### src/rtl/pic_pkg.sv
// Shared constants, acknowledge FSM encoding and priority helper for the IRQ resolver.
package pic_pkg;

  localparam int unsigned IR_WIDTH = 8;
  localparam logic [2:0] SPURIOUS_CODE = 3'd7;

  typedef enum logic [1:0] {
    AckIdle = 2'd0,
    Ack1    = 2'd1,
    AckGap  = 2'd2,
    Ack2    = 2'd3
  } ack_state_e;

  // Rank of an IR number under rotating priority: 0 is highest, 7 is lowest (IR sp).
  function automatic logic [2:0] prio_rank(input logic [2:0] idx, input logic [2:0] sp);
    return idx - sp - 3'd1;
  endfunction

endpackage

### src/rtl/pic_prio_enc.sv
// Rotating-priority encoder: returns the highest-priority set bit, where IR (sp+1) mod 8
// ranks highest and IR sp ranks lowest.
module pic_prio_enc
  import pic_pkg::*;
(
  input  logic [IR_WIDTH-1:0] i_vec,
  input  logic [2:0]          i_sp,
  output logic                o_valid,
  output logic [2:0]          o_index
);

  // Walk from lowest to highest priority so the last hit is the winner.
  always_comb begin
    logic [2:0] w_idx;
    o_valid = 1'b0;
    o_index = 3'd0;
    for (int k = IR_WIDTH - 1; k >= 0; k--) begin
      w_idx = i_sp + 3'd1 + 3'(k);
      if (i_vec[w_idx]) begin
        o_valid = 1'b1;
        o_index = w_idx;
      end
    end
  end

endmodule

### src/rtl/pic_irq_resolver.sv
// Interrupt request resolver: synchronises IR/INTA, maintains IRR/IMR/ISR, picks the
// rotating-priority winner and runs the two-pulse acknowledge handshake.
module pic_irq_resolver
  import pic_pkg::*;
(
  input  logic                i_clk,
  input  logic                i_reset_n,
  input  logic [IR_WIDTH-1:0] i_ir,
  input  logic                i_inta,
  input  logic                i_ltim,
  input  logic                i_freeze,
  input  logic                i_sm,
  input  logic [2:0]          i_sp,
  input  logic                i_wr_imr,
  input  logic                i_clr_imr,
  input  logic [IR_WIDTH-1:0] i_imr_data,
  input  logic [IR_WIDTH-1:0] i_eoi,
  input  logic                i_rd_irr,
  input  logic                i_rd_isr,
  input  logic                i_rd_imr,
  output logic                o_int_req,
  output logic [2:0]          o_code,
  output logic [IR_WIDTH-1:0] o_isrset,
  output logic [IR_WIDTH-1:0] o_busdata
);

  logic [IR_WIDTH-1:0] r_ir_s1, r_ir_s2, r_ir_prev;
  logic                r_inta_s1, r_inta_s2;
  logic [IR_WIDTH-1:0] r_irr, r_imr, r_isr;
  logic [2:0]          r_code;
  logic                r_int_req;
  ack_state_e          r_state;

  logic [IR_WIDTH-1:0] w_rise, w_pending, w_cand, w_ack_mask;
  logic                w_win_valid, w_isr_valid, w_qual, w_ack_start, w_ack_set;
  logic [2:0]          w_win_idx, w_isr_idx;

  // Two-flop synchronisers; INTA idles high so its chain resets to 1.
  always_ff @(posedge i_clk or negedge i_reset_n) begin
    if (!i_reset_n) begin
      r_ir_s1   <= '0;
      r_ir_s2   <= '0;
      r_ir_prev <= '0;
      r_inta_s1 <= 1'b1;
      r_inta_s2 <= 1'b1;
    end else begin
      r_ir_s1   <= i_ir;
      r_ir_s2   <= r_ir_s1;
      r_ir_prev <= r_ir_s2;
      r_inta_s1 <= i_inta;
      r_inta_s2 <= r_inta_s1;
    end
  end

  assign w_rise    = r_ir_s2 & ~r_ir_prev;
  assign w_pending = r_irr & ~r_imr;
  // Special mask mode: only the ISR bit of the requester itself blocks it.
  assign w_cand    = i_sm ? (w_pending & ~r_isr) : w_pending;

  pic_prio_enc u_enc_win (
    .i_vec   (w_cand),
    .i_sp    (i_sp),
    .o_valid (w_win_valid),
    .o_index (w_win_idx)
  );

  pic_prio_enc u_enc_isr (
    .i_vec   (r_isr),
    .i_sp    (i_sp),
    .o_valid (w_isr_valid),
    .o_index (w_isr_idx)
  );

  // Winner qualifies if it strictly outranks the highest in-service level.
  always_comb begin
    w_qual = w_win_valid &
             (i_sm | ~w_isr_valid | (prio_rank(w_win_idx, i_sp) < prio_rank(w_isr_idx, i_sp)));
  end

  assign w_ack_start = (r_state == AckIdle) && !r_inta_s2;
  assign w_ack_set   = w_ack_start && i_freeze && w_qual;
  assign w_ack_mask  = w_ack_set ? (IR_WIDTH'(1) << w_win_idx) : '0;

  // IRR capture: level follows the line, edge latches rises until the line drops or acked.
  always_ff @(posedge i_clk or negedge i_reset_n) begin
    if (!i_reset_n) begin
      r_irr <= '0;
    end else if (i_freeze) begin
      if (i_ltim) r_irr <= r_ir_s2;
      else        r_irr <= r_ir_s2 & (r_irr | w_rise) & ~w_ack_mask;
    end
  end

  // IMR write port; clear beats write.
  always_ff @(posedge i_clk or negedge i_reset_n) begin
    if (!i_reset_n)      r_imr <= '0;
    else if (i_clr_imr)  r_imr <= '0;
    else if (i_wr_imr)   r_imr <= i_imr_data;
  end

  // ISR: EOI clears first, so an ack set on the same bit survives.
  always_ff @(posedge i_clk or negedge i_reset_n) begin
    if (!i_reset_n) r_isr <= '0;
    else            r_isr <= (r_isr & ~i_eoi) | w_ack_mask;
  end

  // Acknowledge FSM with registered code and int_req.
  always_ff @(posedge i_clk or negedge i_reset_n) begin
    if (!i_reset_n) begin
      r_state   <= AckIdle;
      r_code    <= 3'd0;
      r_int_req <= 1'b0;
    end else begin
      unique case (r_state)
        AckIdle: begin
          if (!r_inta_s2) begin
            r_state   <= Ack1;
            r_int_req <= 1'b0;
            if (i_freeze) r_code <= w_qual ? w_win_idx : SPURIOUS_CODE;
          end else if (i_freeze) begin
            r_int_req <= w_qual;
          end
        end
        Ack1: begin
          r_int_req <= 1'b0;
          if (r_inta_s2) r_state <= AckGap;
        end
        AckGap: begin
          r_int_req <= 1'b0;
          if (!r_inta_s2) r_state <= Ack2;
        end
        Ack2: begin
          r_int_req <= 1'b0;
          if (r_inta_s2) r_state <= AckIdle;
        end
        default: begin
          r_state   <= AckIdle;
          r_int_req <= 1'b0;
        end
      endcase
    end
  end

  // Read mux straight from registers.
  always_comb begin
    if (i_rd_irr)      o_busdata = r_irr;
    else if (i_rd_isr) o_busdata = r_isr;
    else if (i_rd_imr) o_busdata = r_imr;
    else               o_busdata = '0;
  end

  assign o_int_req = r_int_req;
  assign o_code    = r_code;
  assign o_isrset  = r_isr;

endmodule

### config.mk
export PLATFORM = sky130hd
export DESIGN_NAME = pic_irq_resolver
export DESIGN_NICKNAME = d
export VERILOG_FILES = /design/src/rtl/pic_pkg.sv /design/src/rtl/pic_prio_enc.sv /design/src/rtl/pic_irq_resolver.sv
export SDC_FILE = /design/constraint.sdc
export NUM_CORES = 1
export LEC_CHECK = 0
export ABC_AREA = 1
export CORE_MARGIN = 2
export CORE_UTILIZATION = 30
export DETAILED_ROUTE_END_ITERATION = 7
export SYNTH_ARGS = -nofsm -noshare
export SYNTH_HDL_FRONTEND = slang
export SYNTH_SLANG_ARGS = --single-unit
### constraint.sdc
create_clock -name i_clk -period 9.54 [get_ports i_clk]
set_input_delay 1.908 -clock i_clk [delete_from_list [all_inputs] [get_ports i_clk]]
set_output_delay 1.908 -clock i_clk [all_outputs]
set_load 0.03 [all_outputs]
==> impl_metrics.ini <==
[run_status]
status = complete, no violations

[cells_and_area]
fill_cells = 1296
diodes = 0
drive_above_1_share_pct = 8.90
final_area_um2 = 4620
nets = 622
multi_input_area_um2 = 1980
seq_area_um2 = 1400
final_cells = 745
fin_util_pct = 37.0
syn_to_final_growth_pct = 22.0

[floorplan]
start_util_pct = 30.3
fp.dieW_um = 116
pin_count = 58
fp.coreArea_um2 = 12500
rows = 41
dieArea_um2 = 13500
die_y_um = 116

[placement]
dp_hpwl_um = 8860
dp_cells = 737
placed_cell_area_um2 = 4460
io_buffers = 57
gp_congestion = 0.945

[pwr]
p_per_area_nw_per_um2 = 180
ir_drop_mv = 0.102
leakagePower_nw = 2.19

[worst_setup_path]
rrSetupSlack_ps = 5230
cp_max_fo = 28
worstPathRequired_ps = 9730
crit_path_start_kind = input pin
cp_common_cell = nand2_1
slowest_stage = xnor2_1
arrival_ps = 7720
r2r_end = r_irr[4]
path_class = input pin to flop
crit_start = i_sp[0]
rr_worst_depth = 30
end_kind = flop
crit_end = r_irr[4]
r2r_start = o_isrset[7]
cpPeakStageDelay_ps = 810

[detailed_routing]
post_drt_wl_per_cell_um = 14.7
ant_nets = 0
viasPerCell = 4.78
num_vias = 3563
dr.pass1.iters = 5
drt_iter0_markers = 180
routed_wl_um = 11000
drc_errors = 0

[global_routing]
grt_pass1_vias = 3457
overflow = 0
grt_max_degree = 57
grt_pass1_wl_um = 17900
gr-usage-all-layers_pct = 17.0
antenna_found_initial = 0

[logic_synthesis]
seq_area_frac_synth_pct = 37.1
ys_ff_latch = 56
syn_inst = 523
syn_area_per_cell_um2 = 7.23
syn_nets = 573
async_reset_ff_share_pct = 100
synth-edff-count = 0
synth_flop_cell = dfrtp_1
synth_warnings = 0
ys_types = 42
synth_area_um2 = 3780

[cts]
clk_latency_ps = 300
cts_buffer_depth = 2
post-cts-setup-buffers = 0
cts_resized = 0
clk_pin_slew_ps = 80
cts_tree = yes
ctsHoldBuffers = 0
cts_buffers = 5
clockRootBuffer = clkbuf_16
cts_num_sinks = 56
htree_levels = 2

[timing]
fmax_ghz = 0.133
finalCriticalPeriod_ps = 7530
setup_violations = 0
rsz0062_at_grt = false
drv_slew = 0
slew-limit-headroom_pct = 39.7
finalHoldViolCount = 0
clock_skew_ps = 7.23
tns_ps = 0
worst_slew_pin_slew_ps = 898
period_share_pct = 79.0

[hold_path]
hp-class = flop to flop
holdPathStages = 0

[run]
cap_viol_max_count = 0
[stage by stage]
| stage | power [mW] | setup slack [ps] | hold WS [ps] |
|---|---|---|---|
| after global placement | 0.636 | 1850 | 331 |
| after global routing | 0.895 | 1380 | 356 |
| final | 0.832 | 2010 | 344 |
| after CTS | 0.839 | 2000 | 346 |
| after floorplan | 0.534 | 3590 | 331 |
| after detailed placement | 0.642 | 1700 | 335 |
[cell type report]
class | instances | share of cell area (%)
Multi-Input combinational cell | 376 | 42.9
Sequential cell | 56 | 30.4
Timing Repair Buffer | 59 | 12.6
Inverter | 74 | 6.13
Tap cell | 172 | 4.66
Clock buffer | 5 | 2.71
Clock inverter | 3 | 0.623
[registers in the layout (all words and copies together), names as in the netlist]
register	count
o_isrset	8
r_irr	8
r_imr	8
r_inta_s2	1
r_ir_s1	8
r_ir_s2	8
r_inta_s1	1
o_code	3
r_state	2
r_ir_prev	8
o_int_req	1
[how the worst min path moves through the flow]
stage	start	end	slack [ps]
2_1_floorplan	r_ir_s1[0]	r_ir_s2[0]	330
3_3_place_gp	r_ir_s1[4]	r_ir_s2[4]	330
3_5_place_dp	r_ir_s1[3]	r_ir_s2[3]	330
4_1_cts	r_ir_s1[3]	r_ir_s2[3]	350
5_1_grt	r_inta_s1	r_inta_s2	360
6_report	r_ir_s1[3]	r_ir_s2[3]	340
[kinds of logic (layout without fill, tap and decap cells)]
kind of cell / count (synthesis) / after routing / share of synthesized area [%]
DFF: 56 / 56 / 37.1
buffers and inverters: 91 / 141 / 10.6
AOI/OAI and AO/OA: 81 / 81 / 12.4
adders and majority gates: 12 / 12 / 4.37
xor gates and xnor gates: 5 / 5 / 1.36
and+or+nand+nor: 277 / 277 / 34.0
muxes: 1 / 1 / 0.265
[layout by cell type (no fill, tap or decap), types with 2 or more instances in the layout]
cell type        count
buf_4                2
o211ai_1             3
o22ai_1              3
inv_4                2
o21ai_1              6
a21oi_1             24
nor2_2               2
nand3b_1             2
clkdlybuf4s50_1     56
nand2_4              2
dfrtp_1             54
ha_1                10
nor3_1              13
dfstp_2              2
inv_6                2
or2_2                3
xor2_1               2
nand2_1            159
o21ai_2              3
nor2_1              14
inv_2                5
nand3_2              4
a211oi_1             8
nand3_1             48
nand4_1             16
inv_1               66
fa_1                 2
o21ai_0             30
xnor2_1              2
nand2_2             10
clkbuf_16            5
[layer usage]
layer / share of wire (%) / GRT usage [%] / routed length (µm) / up-vias
met5: 0 / 0 / 0 / -
met4: 2.7 / 5.24 / 291 / 0
met3: 4.5 / 2.23 / 498 / 22
met2: 46 / 28.0 / 5060 / 100
met1: 47 / 23.2 / 5120 / 1637
li1: - / - / - / 1804
[worst max-delay path: cells and delay by family]
family,cells,cell delay [ps]
compound gates,4,550
xor+xnor,3,1150
fa+ha+maj,4,1530
buf+inv,3,1060
simple gates,17,1500
[cell usage after synthesis, types with 3 or more instances]
cell	number	area share (%)
a211oi_1	8	1.6
a21oi_1	24	3.2
buf_2	3	0.40
buf_6	6	1.8
clkbuf_1	7	0.69
dfrtp_1	54	36
ha_1	10	3.3
inv_1	66	6.5
inv_2	5	0.50
nand2_1	159	16
nand2_2	10	1.7
nand3_1	48	6.4
nand3_2	4	1.1
nand4_1	16	2.6
nor2_1	14	1.4
nor3_1	13	1.7
o211ai_1	3	0.60
o21ai_0	30	4.0
o21ai_1	6	0.79
o21ai_2	3	0.69
o22ai_1	3	0.50
or2_2	3	0.50
[report_power, final]
group | internal, mW | switching [mW] | leakage, nW
sequential | 0.263 | 0.0209 | 0.688
combinational | 0.131 | 0.223 | 1.43
clock | 0.101 | 0.0929 | 0.0767
total | 0.495 | 0.337 | 2.19
Power figures use the tool's default switching activity.
